File: src/rtl/serial_adder_pkg.sv
// serial_adder_pkg: shared types and elaboration-time helpers for serial_adder.
//   state_e        : control FSM states (IDLE, RUN, DONE)
//   calc_nsteps    : number of digit steps needed to cover WIDTH bits
//   calc_cnt_width : width of the step counter, clog2(nsteps + 1)
package serial_adder_pkg;

    typedef enum logic [1:0] {
        IDLE = 2'd0,
        RUN  = 2'd1,
        DONE = 2'd2
    } state_e;

    // A zero digit is rejected by the top-level parameter check; return 1
    // here so the division never faults during elaboration.
    function automatic int calc_nsteps(input int width, input int digit);
        return (digit > 0) ? (width / digit) : 1;
    endfunction

    function automatic int calc_cnt_width(input int nsteps);
        return $clog2(nsteps + 1);
    endfunction

endpackage

File: src/rtl/serial_adder_fa_cell.sv
// fa_cell: combinational 1-bit full adder, one link of the digit chain.
//   a, b : operand bits
//   ci   : carry in
//   s    : sum bit
//   co   : carry out
module fa_cell (
    input  logic a,
    input  logic b,
    input  logic ci,
    output logic s,
    output logic co
);

    logic p;

    assign p  = a ^ b;
    assign s  = p ^ ci;
    assign co = (a & b) | (ci & p);

endmodule

File: src/rtl/serial_adder.sv
// serial_adder: multi-cycle adder that sums two WIDTH-bit operands plus a
// carry-in, DIGIT bits per clock, through a ripple chain of DIGIT fa_cells.
// The carry between digit steps lives in a flop.
//
// Parameters: WIDTH (operand/sum width), DIGIT (bits per cycle, divides WIDTH).
// Ports:
//   clk, rst         : rising-edge clock, asynchronous active-high reset
//   in_valid/ready   : operand handshake (a, b, c_in)
//   out_valid/ready  : result handshake (sum, c_out)
//   sub, ovf         : only with SERIAL_ADDER_SUB_EN; sub selects a - b - c_in,
//                      ovf flags signed two's-complement overflow
//
// Handshake: a transfer happens on a rising edge where valid and ready are
// both high. in_ready is high only in IDLE; out_valid is high only in DONE,
// where sum/c_out are held until out_ready is seen.
module serial_adder
    import serial_adder_pkg::*;
#(
    parameter int WIDTH = 8,
    parameter int DIGIT = 1
) (
    input  logic             clk,
    input  logic             rst,
    input  logic             in_valid,
    output logic             in_ready,
    input  logic [WIDTH-1:0] a,
    input  logic [WIDTH-1:0] b,
    input  logic             c_in,
`ifdef SERIAL_ADDER_SUB_EN
    input  logic             sub,
    output logic             ovf,
`endif
    output logic             out_valid,
    input  logic             out_ready,
    output logic [WIDTH-1:0] sum,
    output logic             c_out
);

    localparam int NSTEPS = calc_nsteps(WIDTH, DIGIT);
    localparam int CW     = calc_cnt_width(NSTEPS);
    localparam logic [CW-1:0] LAST = CW'(NSTEPS - 1);

    if (WIDTH < 1 || DIGIT < 1 || DIGIT > WIDTH || (WIDTH % DIGIT) != 0) begin : g_bad_params
        $error("serial_adder: WIDTH must be >= 1 and an integer multiple of DIGIT");
    end

    state_e            state;
    state_e            state_next;
    logic [WIDTH-1:0]  a_q;
    logic [WIDTH-1:0]  b_q;
    logic [WIDTH-1:0]  sum_q;
    logic [WIDTH-1:0]  sum_next;
    logic              carry_q;
    logic              c_out_q;
    logic [CW-1:0]     cnt_q;
    logic [DIGIT:0]    chain_c;
    logic [DIGIT-1:0]  digit_s;
    logic [WIDTH-1:0]  b_load;
    logic              carry_load;
    logic              accept;
    logic              last_step;

    assign accept    = in_valid && (state == IDLE);
    assign last_step = (state == RUN) && (cnt_q == LAST);

    // Subtraction is a + ~b + 1 - c_in, so b is inverted on the way in and
    // the carry flop starts at ~c_in.
`ifdef SERIAL_ADDER_SUB_EN
    logic ovf_q;
    assign b_load     = sub ? ~b : b;
    assign carry_load = sub ? ~c_in : c_in;
    assign ovf        = ovf_q;
`else
    assign b_load     = b;
    assign carry_load = c_in;
`endif

    // Ripple chain over the DIGIT least-significant bits of the shift regs.
    assign chain_c[0] = carry_q;
    for (genvar i = 0; i < DIGIT; i++) begin : g_cell
        fa_cell u_fa (
            .a  (a_q[i]),
            .b  (b_q[i]),
            .ci (chain_c[i]),
            .s  (digit_s[i]),
            .co (chain_c[i+1])
        );
    end

    // New digit enters at the MSB end; after NSTEPS shifts the first digit
    // has reached bit 0.
    if (NSTEPS == 1) begin : g_single
        assign sum_next = digit_s;
    end else begin : g_multi
        assign sum_next = {digit_s, sum_q[WIDTH-1:DIGIT]};
    end

    always_ff @(posedge clk or posedge rst) begin
        if (rst) begin
            state <= IDLE;
        end else begin
            state <= state_next;
        end
    end

    always_comb begin
        state_next = state;
        in_ready   = 1'b0;
        out_valid  = 1'b0;
        case (state)
            IDLE: begin
                in_ready = 1'b1;
                if (in_valid) begin
                    state_next = RUN;
                end
            end
            RUN: begin
                if (last_step) begin
                    state_next = DONE;
                end
            end
            DONE: begin
                out_valid = 1'b1;
                if (out_ready) begin
                    state_next = IDLE;
                end
            end
            default: begin
                state_next = IDLE;
            end
        endcase
    end

    always_ff @(posedge clk or posedge rst) begin
        if (rst) begin
            a_q     <= '0;
            b_q     <= '0;
            sum_q   <= '0;
            carry_q <= 1'b0;
            c_out_q <= 1'b0;
            cnt_q   <= '0;
`ifdef SERIAL_ADDER_SUB_EN
            ovf_q   <= 1'b0;
`endif
        end else if (accept) begin
            a_q     <= a;
            b_q     <= b_load;
            carry_q <= carry_load;
            cnt_q   <= '0;
        end else if (state == RUN) begin
            a_q     <= a_q >> DIGIT;
            b_q     <= b_q >> DIGIT;
            sum_q   <= sum_next;
            carry_q <= chain_c[DIGIT];
            c_out_q <= chain_c[DIGIT];
            cnt_q   <= cnt_q + CW'(1);
`ifdef SERIAL_ADDER_SUB_EN
            // On the last step the top cell is the word MSB.
            if (last_step) begin
                ovf_q <= chain_c[DIGIT] ^ chain_c[DIGIT-1];
            end
`endif
        end
    end

    assign sum   = sum_q;
    assign c_out = c_out_q;

endmodule

File: config.mk
export PLATFORM = sky130hd
export DESIGN_NAME = serial_adder
export DESIGN_NICKNAME = d
export VERILOG_FILES = /design/src/rtl/serial_adder_pkg.sv /design/src/rtl/serial_adder_fa_cell.sv /design/src/rtl/serial_adder.sv
export SDC_FILE = /design/constraint.sdc
export NUM_CORES = 1
export LEC_CHECK = 0
export ABC_CLOCK_PERIOD_IN_PS = 1190
export BUFFER_PORTS_ARGS = -buffer_cell sky130_fd_sc_hd__buf_4
export CAP_MARGIN = 25
export CELL_PAD_IN_SITES_DETAIL_PLACEMENT = 2
export CELL_PAD_IN_SITES_GLOBAL_PLACEMENT = 2
export CORE_MARGIN = 3
export CORE_UTILIZATION = 29
export DETAILED_ROUTE_END_ITERATION = 8
export PLACE_DENSITY = 0.81
export SYNTH_ARGS = -nofsm -noshare
export SYNTH_HDL_FRONTEND = slang
export SYNTH_SLANG_ARGS = --single-unit
File: constraint.sdc
create_clock -name clk -period 1.19 [get_ports clk]
set_clock_uncertainty 0.05 [all_clocks]
set_input_delay 0.1785 -clock clk [delete_from_list [all_inputs] [get_ports clk]]
set_output_delay 0.1785 -clock clk [all_outputs]
set_load 0.01 [all_outputs]
---- Word level (Yosys, flattened, before mapping) ----
Cells that the tools add are included.
storage, ports and cells
  flip-flop bits (word level) ............. 32
  bits of input ports ..................... 21
operators by class
  $add $sub $neg .......................... 1
  eq/ne operators ......................... 6
  muxes and demuxes ....................... 14
  bitwise gates (word level) .............. 6
  reductions and logical operators ........ 6
operators by type and width
  cell                                                                   count
  8-bit 2-to-1 mux                                                       4
  4-bit 2-to-1 mux                                                       2
  2-bit 2-to-1 mux                                                       3
  2-bit != test, second input constant                                   3
  2-bit case mux with 3 select lines                                     1
  4-bit by 1-bit adder with 4-bit output, second input constant          1
  4-bit by 3-bit equality test with 1-bit output, second input constant  1
  1-bit 2-to-1 mux                                                       4
  3-bit AND reduction                                                    1
  1-bit bitwise AND                                                      2
  2-bit by 1-bit equality test with 1-bit output, second input constant  1
  2-bit equality test, second input constant                             1
  1-bit logical AND                                                      2
  2-bit logical NOT                                                      1
  2-bit AND reduction                                                    1
  2-bit nonzero test                                                     1
  1-bit bitwise XOR                                                      2
  1-bit NOT                                                              1
  1-bit OR                                                               1

---- Depth between registers and ports, before layout ----
  word-level depth ........................ 5
  depth in mapped cells ................... 5
  mapped depth without buffers ............ 4

---- Hierarchy ----
Synthesis repeated with hierarchy kept, for this count alone.
second synthesis, totals
  cell total of the unflattened synthesis .. 144
  area total of the unflattened synthesis .. 1388.8 um2
by module, submodules not included
  module        instances  cells each  area an instance (um2)
  serial_adder  1          143         1368.8
  fa_cell       1          1           20.0

---- Least setup slack after synthesis ----
OpenSTA, ideal clock, no wires.
  path type ............................... flip-flop to flip-flop
  start ................................... register state[0]
  end ..................................... register a_q[0]
  data arrival time ....................... 1045 ps
  required time ........................... 1016 ps
  path slack .............................. -29 ps
  cell stages (with the launch flop) ...... 6
  clock period less this slack ............ 1219 ps
  path through ............................ dfrtp_1 nor2b_1 buf_4 buf_6 a22oi_1 nand2_1
between the ends
  longest elaborated chain between the ends .. 3
  elaborated cells on any way between the ends .. 5
RTL lines
  element                                                        line                 text
  start: declaration                                             serial_adder.sv:47   state_e state;
  start signal: assignment                                       serial_adder.sv:102  state <= state_next;
  2-bit logical NOT                                              serial_adder.sv:63   assign accept = in_valid && (state == IDLE);
  1-bit logical AND                                              serial_adder.sv:63
  8-bit 2-to-1 mux / 2-bit nonzero test (equally long branches)  n/a
  end signal: assignment                                         serial_adder.sv:151  a_q <= a_q >> DIGIT;
  end: declaration                                               serial_adder.sv:49   logic [WIDTH-1:0] a_q;
Several ways; a longest one is shown, not always the timed one.
A chain may end at the register's enable or synchronous reset.

---- Worst setup path in the final report ----
  start ................................... register state[0]
  end ..................................... output port in_ready
between the ends
  longest elaborated chain between the ends .. 2
RTL lines
  element            line                 text
  2-bit logical NOT  serial_adder.sv:110  case (state)
  1-bit 2-to-1 mux   serial_adder.sv:110
  end: declaration   serial_adder.sv:25   output logic in_ready,
No other way between the ends.

==> impl_metrics.env <==
export IMPL_cts_max_level=2
export IMPL_syn_avg_cell_area_um2=9.64
export IMPL_overflow=0
export IMPL_vias_per_cell=4.89
export IMPL_wire_per_inst_um=16.2
export IMPL_finalNetCount=210
export IMPL_cp_top_family="flip-flops"
export IMPL_cpPeakStageDelay_ns=0.44
export IMPL_layout_common_cells="nand2_1, buf_4, dfrtp_1, a22oi_2, buf_6"
export IMPL_yosysWarnings=0
export IMPL_cpMaxStageDelayCell="dfrtp_2"
export IMPL_yosysSeqAreaShare_pct=57.7
export IMPL_core_area_um2=4470
export IMPL_synthDistinctLibCells=23
export IMPL_grt_pass1_vias=1274
export IMPL_dp_slack_ns=-0.199
export IMPL_finalHoldViolCount=0
export IMPL_violations="negative setup slack"
export IMPL_clock_latency_ns=0.28
export IMPL_die_x_um=75.2
export IMPL_tightest_slew_ns=0.265
export IMPL_crit_chain="buf_6, nor2_4, buf_6"
export IMPL_ir_drop_v=0.000674
export IMPL_dr_pass1_iters=4
export IMPL_ys_seq_elements=32
export IMPL_clk_pin_slew_ns=0.06
export IMPL_fmax_mhz=792
export IMPL_drive_gt1_share_pct=39.0
export IMPL_synth_area_leaders="dfrtp_1, nand2_1, a22oi_1"
export IMPL_worstPathRequired_ns=0.96
export IMPL_numCtsBuffers=5
export IMPL_drtIter0Drc=32
export IMPL_min_path_type="in -> reg"
export IMPL_syn_to_final_growth_pct=41.2
export IMPL_antenna_found_initial=0
export IMPL_layout_commonest_cell="nand2_1"
export IMPL_grtUsageTotal_pct=14.7
export IMPL_netlist_area_leader_share_pct=57.7
export IMPL_routed_wl_um=3880
export IMPL_drc=0
export IMPL_worst_path_most_repeated_cell="buf_6"
export IMPL_path_class="reg -> out"
export IMPL_initial_core_util_pct=31.0
export IMPL_yosysTopAreaCell="dfrtp_1"
export IMPL_ctsLongestPathBuffers=2
export IMPL_row_count=24
export IMPL_insertedDiodeCount=0
export IMPL_worst_slack_ns=-0.0724
export IMPL_setup_viol=32
export IMPL_min_period_over_period_pct=106
export IMPL_grt_pass1_wl_um=6240
export IMPL_crit_path_max_fanout=5
export IMPL_power_mw=4.82
export IMPL_num_vias=1169
export IMPL_slew_violations=0
export IMPL_critPathCaptureType="output pin"
export IMPL_netlist_instances=144
export IMPL_startpoint_type="register"
export IMPL_slew_headroom_pct=82.2
export IMPL_cp_num_buf_inv=2
export IMPL_root_buffer="clkbuf_8"
export IMPL_die_h_um=75.2
export IMPL_clkSinkCount=32
export IMPL_powerDensity_nw_per_um2=2460
export IMPL_syn_num_nets=167
export IMPL_cts_tree="built"
export IMPL_gp_congestion=0.700
export IMPL_rrSetupSlack_ns=-0.06
export IMPL_cap_violations=0
export IMPL_boundaryPins=32
export IMPL_worstPathArrival_ns=1.03
export IMPL_p_leak_nw=0.992
export IMPL_rsz0062_at_grt="yes"
export IMPL_grt_max_degree=33
export IMPL_syn_area_um2=1390
export IMPL_status="finished, violations left"
export IMPL_io_buffers=31
export IMPL_hpwl_um=2700
export IMPL_finalCriticalPeriod_ns=1.26
export IMPL_die_area_um2=5660
export IMPL_drt_antenna_violating_nets=0
area by class of cell:
type | instances | area, µm²
inverter | 2 | 7.51
clock inverter | 1 | 5.00
timing repair buffer | 44 | 380
multi-input combinational | 102 | 626
tap | 52 | 65.1
fill | 494 | 2510
clock buffer | 6 | 72.6
sequential | 32 | 805
final timing paths:
kind / startpoint / endpoint / cells after the start
min reg2reg: sum[0] / sum[0] / 2
max in group asynchronous: rst / state[0] / 4
max reg2reg: state[0] / cnt_q[1] / 5
max: state[0] / in_ready / 3
min in group asynchronous: rst / sum[6] / 4
min: out_ready / state[1] / 2
cell families after synthesis:
family                     synth area share, %
DFF                                       57.7
muxes                                    0.721
and+or+nand+nor                           21.5
buffers and inverters                     4.41
AOI/OAI and AO/OA                         13.3
adders and majority gates                 2.34
through the flow:
stage | area, µm² | cells | hold slack [ns] | TNS [ns] | utilization (%)
floorplan | 1440 | 144 | 0.220 | -0.143 | -
global placement | 1790 | 230 | 0.190 | -0.313 | 40.1
detailed placement | 1790 | 230 | 0.200 | -2.49 | 40.1
CTS | 1940 | 239 | 0.0238 | -1.19 | 43.5
global route | 1960 | 239 | 0.0409 | -2.82 | 43.8
finish | 1960 | 239 | 0.0321 | -1.14 | 43.8
layer usage:
layer	track usage [%]	up-vias	part of all wire, %
met5	0	-	0
met4	5.24	0	1.1
met3	3.34	5	4.2
met2	26.4	26	54
met1	17.2	577	40
li1	-	561	-
timing repair:
| item | in CTS | in global routing |
|---|---|---|
| gates resized for setup | 17 | 4 |
| endpoints found under the hold margin | 32 | 0 |
| pin swaps | 4 | 0 |
| hold buffers | 1 | 0 |
| setup buffers | 1 | 0 |
| setup endpoints to repair | 33 | 34 |
flip-flops by register name (all words and copies together), names as in the netlist:
signal   count
cnt_q        4
c_out        1
carry_q      1
sum          8
state        2
a_q          8
b_q          8
synthesized netlist by cell type (all sizes together):
cell type / number
o32ai: 1
nand2b: 3
nor2: 1
nand3: 1
nor2b: 1
dfrtp: 32
fa: 1
nor3b: 2
a21o: 3
o21bai: 2
a22oi: 14
o21ai: 6
mux2i: 1
inv: 2
nand2: 64
buf: 8
ha: 1
nor3: 1
power by group:
part	switching [mW]	internal [mW]	total [mW]	leakage, nW
Sequential	0.389	1.53	1.92	0.408
Clock	0.375	0.397	0.771	0.0410
Combinational	1.08	1.05	2.13	0.543
worst register-to-register path, stage by stage (launching register included):
cell and delay (ns):
dfrtp_2 0.44, buf_4 0.15, nand2b_4 0.12, buf_4 0.17, nand2_1 0.06, o21ai_0 0.18
Power figures use the tool's default switching activity.
